--- src/rtl/fifo_wr_arbiter.sv ---
// Round-robin write-port arbiter for the async FIFO, burst-locked grants with a beat limit.
// Optional statistics counters are enabled by defining FIFO_ARB_STATS_EN.
module fifo_wr_arbiter #(
    parameter int NUM_REQ    = 4,
    parameter int DATA_WIDTH = 8,
    parameter int MAX_BURST  = 16,
    parameter int CNT_WIDTH  = 16
) (
    input  logic                          W_CLK,
    input  logic                          W_RST,
    input  logic [NUM_REQ-1:0]            REQ_VALID,
    input  logic [NUM_REQ-1:0]            REQ_LAST,
    input  logic [NUM_REQ*DATA_WIDTH-1:0] REQ_DATA,
    output logic [NUM_REQ-1:0]            REQ_READY,
    output logic [NUM_REQ-1:0]            GNT,
    input  logic                          W_FULL,
    output logic                          W_INC,
    output logic [DATA_WIDTH-1:0]         W_DATA,
    output logic                          BURST_ABORT
`ifdef FIFO_ARB_STATS_EN
    ,
    output logic [NUM_REQ*CNT_WIDTH-1:0]  STAT_BEATS,
    output logic [CNT_WIDTH-1:0]          STAT_ABORTS
`endif
);

    localparam int IW  = (NUM_REQ > 1) ? $clog2(NUM_REQ) : 1;
    localparam int BW  = (MAX_BURST > 0) ? $clog2(MAX_BURST + 1) : 1;
    localparam int LIM = (MAX_BURST > 0) ? MAX_BURST - 1 : 0;

    if (NUM_REQ < 2 || NUM_REQ > 8 || CNT_WIDTH < 1) begin : g_bad_param
        $error("fifo_wr_arbiter: unsupported parameter value");
    end

    typedef enum logic {
        IDLE,
        BURST
    } state_t;

    state_t        state;
    logic [IW-1:0] last_grant;
    logic [IW-1:0] gnt_idx;
    logic [IW-1:0] next_idx;
    logic [BW-1:0] beat_cnt;
    logic          found;
    logic          gnt_last;
    logic          limit_hit;
    logic          abort_now;
    int            cand;

    assign REQ_READY = GNT & {NUM_REQ{~W_FULL}};
    assign W_INC     = (|(GNT & REQ_VALID)) & ~W_FULL;
    assign gnt_last  = |(GNT & REQ_LAST);
    assign limit_hit = (MAX_BURST != 0) && (beat_cnt == BW'(LIM));
    assign abort_now = (state == BURST) && W_INC && !gnt_last && limit_hit;

    always_comb begin
        gnt_idx = '0;
        W_DATA  = '0;
        for (int i = 0; i < NUM_REQ; i++) begin
            if (GNT[i]) gnt_idx = IW'(i);
            W_DATA = W_DATA
                   | ({DATA_WIDTH{GNT[i]}} & REQ_DATA[i*DATA_WIDTH +: DATA_WIDTH]);
        end
    end

    // Scan starts just past the previous winner and wraps around.
    always_comb begin
        next_idx = '0;
        found    = 1'b0;
        cand     = 0;
        for (int k = 1; k <= NUM_REQ; k++) begin
            cand = (int'(last_grant) + k) % NUM_REQ;
            if (!found && REQ_VALID[IW'(cand)]) begin
                found    = 1'b1;
                next_idx = IW'(cand);
            end
        end
    end

    always_ff @(posedge W_CLK or negedge W_RST) begin
        if (!W_RST) begin
            state       <= IDLE;
            GNT         <= '0;
            last_grant  <= IW'(NUM_REQ - 1);
            beat_cnt    <= '0;
            BURST_ABORT <= 1'b0;
        end else begin
            BURST_ABORT <= 1'b0;
            unique case (state)
                IDLE: begin
                    if (found) begin
                        GNT      <= NUM_REQ'(1) << next_idx;
                        beat_cnt <= '0;
                        state    <= BURST;
                    end
                end
                BURST: begin
                    if (W_INC) begin
                        if (gnt_last) begin
                            GNT        <= '0;
                            last_grant <= gnt_idx;
                            beat_cnt   <= '0;
                            state      <= IDLE;
                        end else if (limit_hit) begin
                            GNT         <= '0;
                            last_grant  <= gnt_idx;
                            beat_cnt    <= '0;
                            BURST_ABORT <= 1'b1;
                            state       <= IDLE;
                        end else if (!(&beat_cnt)) begin
                            beat_cnt <= beat_cnt + 1'b1;
                        end
                    end
                end
                default: begin
                    GNT   <= '0;
                    state <= IDLE;
                end
            endcase
        end
    end

`ifdef FIFO_ARB_STATS_EN
    always_ff @(posedge W_CLK or negedge W_RST) begin
        if (!W_RST) begin
            STAT_BEATS  <= '0;
            STAT_ABORTS <= '0;
        end else begin
            for (int i = 0; i < NUM_REQ; i++) begin
                if (W_INC && GNT[i]
                    && !(&STAT_BEATS[i*CNT_WIDTH +: CNT_WIDTH])) begin
                    STAT_BEATS[i*CNT_WIDTH +: CNT_WIDTH] <=
                        STAT_BEATS[i*CNT_WIDTH +: CNT_WIDTH] + 1'b1;
                end
            end
            if (abort_now && !(&STAT_ABORTS)) begin
                STAT_ABORTS <= STAT_ABORTS + 1'b1;
            end
        end
    end
`endif

endmodule
--- config.mk ---
export PLATFORM = sky130hd
export DESIGN_NAME = fifo_wr_arbiter
export DESIGN_NICKNAME = d
export VERILOG_FILES = /design/src/rtl/fifo_wr_arbiter.sv
export SDC_FILE = /design/constraint.sdc
export NUM_CORES = 1
export LEC_CHECK = 0
export ABC_AREA = 1
export BUFFER_PORTS_ARGS = -buffer_cell sky130_fd_sc_hd__clkbuf_2
export CAP_MARGIN = 10
export CORE_MARGIN = 2
export CORE_UTILIZATION = 45
export CTS_CLUSTER_SIZE = 16
export DETAILED_ROUTE_END_ITERATION = 10
export GPL_TIMING_DRIVEN = 0
export PLACE_DENSITY = 0.8
export SLEW_MARGIN = 10
export SYNTH_ARGS = -nofsm -noshare
export SYNTH_HDL_FRONTEND = slang
export SYNTH_SLANG_ARGS = --single-unit
--- constraint.sdc ---
create_clock -name W_CLK -period 2 [get_ports W_CLK]
set_clock_uncertainty 0.05 [all_clocks]
set_input_delay 0.1 -clock W_CLK [delete_from_list [all_inputs] [get_ports W_CLK]]
set_output_delay 0.1 -clock W_CLK [all_outputs]
set_load 0.005 [all_outputs]
==> run_results.csv <==
group,metric,value,unit
timing,rsz0062_at_grt,"false",
global_routing,grt_pass1_wl,5590,um
synth,ys_types,30,
synth,avgSynthCellArea,6.38,sq um
die,num_rows,18,
die,fp.coreArea,0.00250,sq mm
pwr,p_clk_frac,0.323,
hold_path,worstHoldPathCells,4,
timing,timing.slew.headroom,0.681,
critical_path,critical_path.startpoint,"last_grant[0]",
synth,syn_nets,231,
flow_run,max-cap-violations,0,
die,die_w,55.5,um
timing,slew_violations,0,
timing,final_hold_viol_count,0,
final_layout,nNetsFinal,297,
clocking,numCtsBuffers,3,
global_routing,antenna_found_initial,0,
final_layout,antenna_cells,0,
pwr,p_total,510,uW
die,dieHeight,55.5,um
routing,final_antenna_net_count,0,
pwr,power.share.sequential,0.515,
critical_path,cp_max_fo,9,
synth,syn_inst,187,
synth,synth_common_cells,"nand2_1 (81), inv_1 (17), nand4_1 (15), dfrtp_1 (11), nand3_1 (11)",
routing,drc_errors,0,
synth,synth_ff_type,"dfrtp_1",
timing,fin_tns_setup,0,ps
synth,yosysWarnings,0,
critical_path,worst_ep_required_time,2120,ps
routing,vias_per_cell,5.05,
critical_path,crit_path_start_kind,"flip-flop",
global_routing,first_global_vias,1371,
critical_path,reg2reg_from,"last_grant[0]",
routing,routedWlPerCell,11.6,um
clocking,h-tree-depth,1,
pwr,switchingPower,130,uW
pwr,leakagePower,0.898,nW
timing,fin_crit_sh,0.865,
critical_path,worstSetupPathType,"reg -> reg",
pwr,max-vdd-ir-drop,0.285,mV
timing,setup_viol,0,
routing,drt_iter0_markers,46,
synth,synth_edf_count,0,
synth,async_flop_share,1.00,
critical_path,endpoint_kind,"flip-flop",
synth,yosysTopAreaCell,"nand2_1",
synth,yosysTopAreaCellShare,0.255,
clocking,cts.clk_slew.worst_paths,80,ps
routing,vias,1423,
critical_path,r2r_cells,12,
status,status,"completed",
critical_path,arrival,1850,ps
hold_path,hp-start,"REQ_LAST[1]",
global_routing,grt_max_degree,14,
global_routing,gr-total-overflow,0,
synth,ys_top_cells_by_area,"nand2_1 (25%), dfrtp_1 (23%), nand4_1 (7.9%)",
pwr,power_frac_comb,0.162,
clocking,clock_path_buffers,2,
routing,drtPass1Iterations,4,
placed_design,dp_hpwl,2670,um
timing,fmax,578,MHz
synth,ys_seq_elements,13,
die,ios,61,
clocking,clock-sinks,13,
timing,period_needed,1730,ps
timing,worst_pin_slew,479,ps
global_routing,grt_usage,0.218,
final_layout,area_growth,31.3,%
clocking,clock_latency,270,ps
hold_path,worstHoldPathType,"in -> reg",
final_layout,drive_gt1_frac,0.357,
pwr,swShare,0.254,
placed_design,gp_congestion,0.831,
die,design.die.area,0.00308,sq mm
synth,syn_area,0.00119,sq mm
routing,drt_wl_total,3270,um
clocking,cts_tree,"done",
pwr,p_int,380,uW
pwr,power_density,325,mW/mm^2
synth,ys_seq_area_frac,0.275,
clocking,root_buffer,"clkbuf_4",
die,initial_core_util,0.477,
clocking,cts_resized,0,
final_layout,n_fill_cell,257,
synth,synth.most_common_cell,"nand2_1",
placed_design,portBuffers,60,
==> stage by stage <==
step | hold slack, ps | cells | setup WS (ps) | util | cell area, sq um
CTS | 106 | 282 | 294 | 0.627 | 1570
detailed placement | -33.3 | 277 | 308 | 0.613 | 1530
finish | 108 | 282 | 270 | 0.627 | 1570
floorplan | -246 | 187 | 442 | - | 1190
global placement | -42.0 | 277 | 323 | 0.613 | 1530
global route | 132 | 282 | 124 | 0.627 | 1570
==> cell families (layout without fill, tap and decap cells) <==
| kind of cell | after synthesis | in the layout | share of synthesized area |
|---|---|---|---|
| AND/OR/NAND/NOR | 129 | 129 | 0.508 |
| adder cells (fa/ha/maj) | 1 | 1 | 0.0105 |
| AO/OA/AOI/OAI | 16 | 16 | 0.0923 |
| buffers and inverters | 27 | 92 | 0.107 |
| flip-flops | 13 | 13 | 0.275 |
| XOR/XNOR | 1 | 1 | 0.00734 |
==> state kept, by name, indices dropped and copies added (netlist names) <==
signal and cells:
GNT 4, state 1, BURST_ABORT 1, beat_cnt 5
last_grant 2
==> routing by layer <==
| metal | wire length, um | up-vias | GRT usage | part of all wire |
|---|---|---|---|---|
| met5 | 0 | - | 0 | 0 |
| met4 | 33 | 0 | 0.0662 | 0.010 |
| met3 | 149 | 6 | 0.0281 | 0.046 |
| met2 | 1670 | 40 | 0.388 | 0.51 |
| met1 | 1410 | 636 | 0.271 | 0.43 |
| li1 | - | 741 | - | - |
==> path summary, 6_finish.rpt <==
check	endpoint	slack [ps]
hold / removal	BURST_ABORT	110
hold reg to reg	beat_cnt[3]	460
setup / recovery	GNT[1]	270
min in group asynchronous	beat_cnt[3]	200
max in group asynchronous	last_grant[1]	1410
setup reg to reg	GNT[1]	270
==> placed cells by master (no fill, tap or decap), types with 2 or more instances in the layout <==
cell | netlist | final
nand3_1 | 11 | 11
dfstp_2 | 2 | 2
clkbuf_4 | 0 | 3
clkbuf_2 | 0 | 60
or2_2 | 2 | 2
inv_1 | 17 | 17
dfrtp_1 | 11 | 11
inv_2 | 3 | 3
nand2_1 | 81 | 81
nand4_1 | 15 | 15
o21ai_2 | 2 | 2
buf_6 | 3 | 3
nor2_1 | 7 | 7
clkbuf_1 | 2 | 3
nand2_2 | 8 | 8
o21ai_0 | 7 | 7
==> worst max-delay path, stage by stage, from the launching register on <==
cell	delay, ps
dfstp_2	530
buf_6	130
inv_4	70
nand2_2	60
nand2_1	60
nand2_1	70
nand2_1	80
nor2_4	150
nand3_1	120
nand2_1	90
nand2_1	70
nand3_1	100
nand2_1	50
==> power groups by stage <==
| stage | clock, mW | sequential, mW | combinational, mW |
|---|---|---|---|
| 2_1_floorplan | 0 | 0.268 | 0.0275 |
| 3_3_place_gp | 0 | 0.268 | 0.0786 |
| 3_5_place_dp | 0 | 0.268 | 0.0804 |
| 4_1_cts | 0.167 | 0.263 | 0.0823 |
| 5_1_grt | 0.177 | 0.263 | 0.0935 |
| 6_report | 0.165 | 0.263 | 0.0825 |
==> area by class of cell <==
| cell class | count | area [sq um] | share of cell area |
|---|---|---|---|
| Inverter | 21 | 81.3 | 0.0519 |
| Multi-Input combinational cell | 147 | 738 | 0.471 |
| Tap cell | 30 | 37.5 | 0.0239 |
| Buffer | 6 | 46.3 | 0.0295 |
| Clock buffer | 4 | 26.3 | 0.0168 |
| Sequential cell | 13 | 328 | 0.209 |
| Timing Repair Buffer | 61 | 310 | 0.198 |
==> repair_timing <==
action / CTS / global route
setup buffers: 0 / 0
hold endpoints to repair: 13 / 0
hold buffers: 1 / 0
Note: power is estimated with default switching activity, not from simulation.
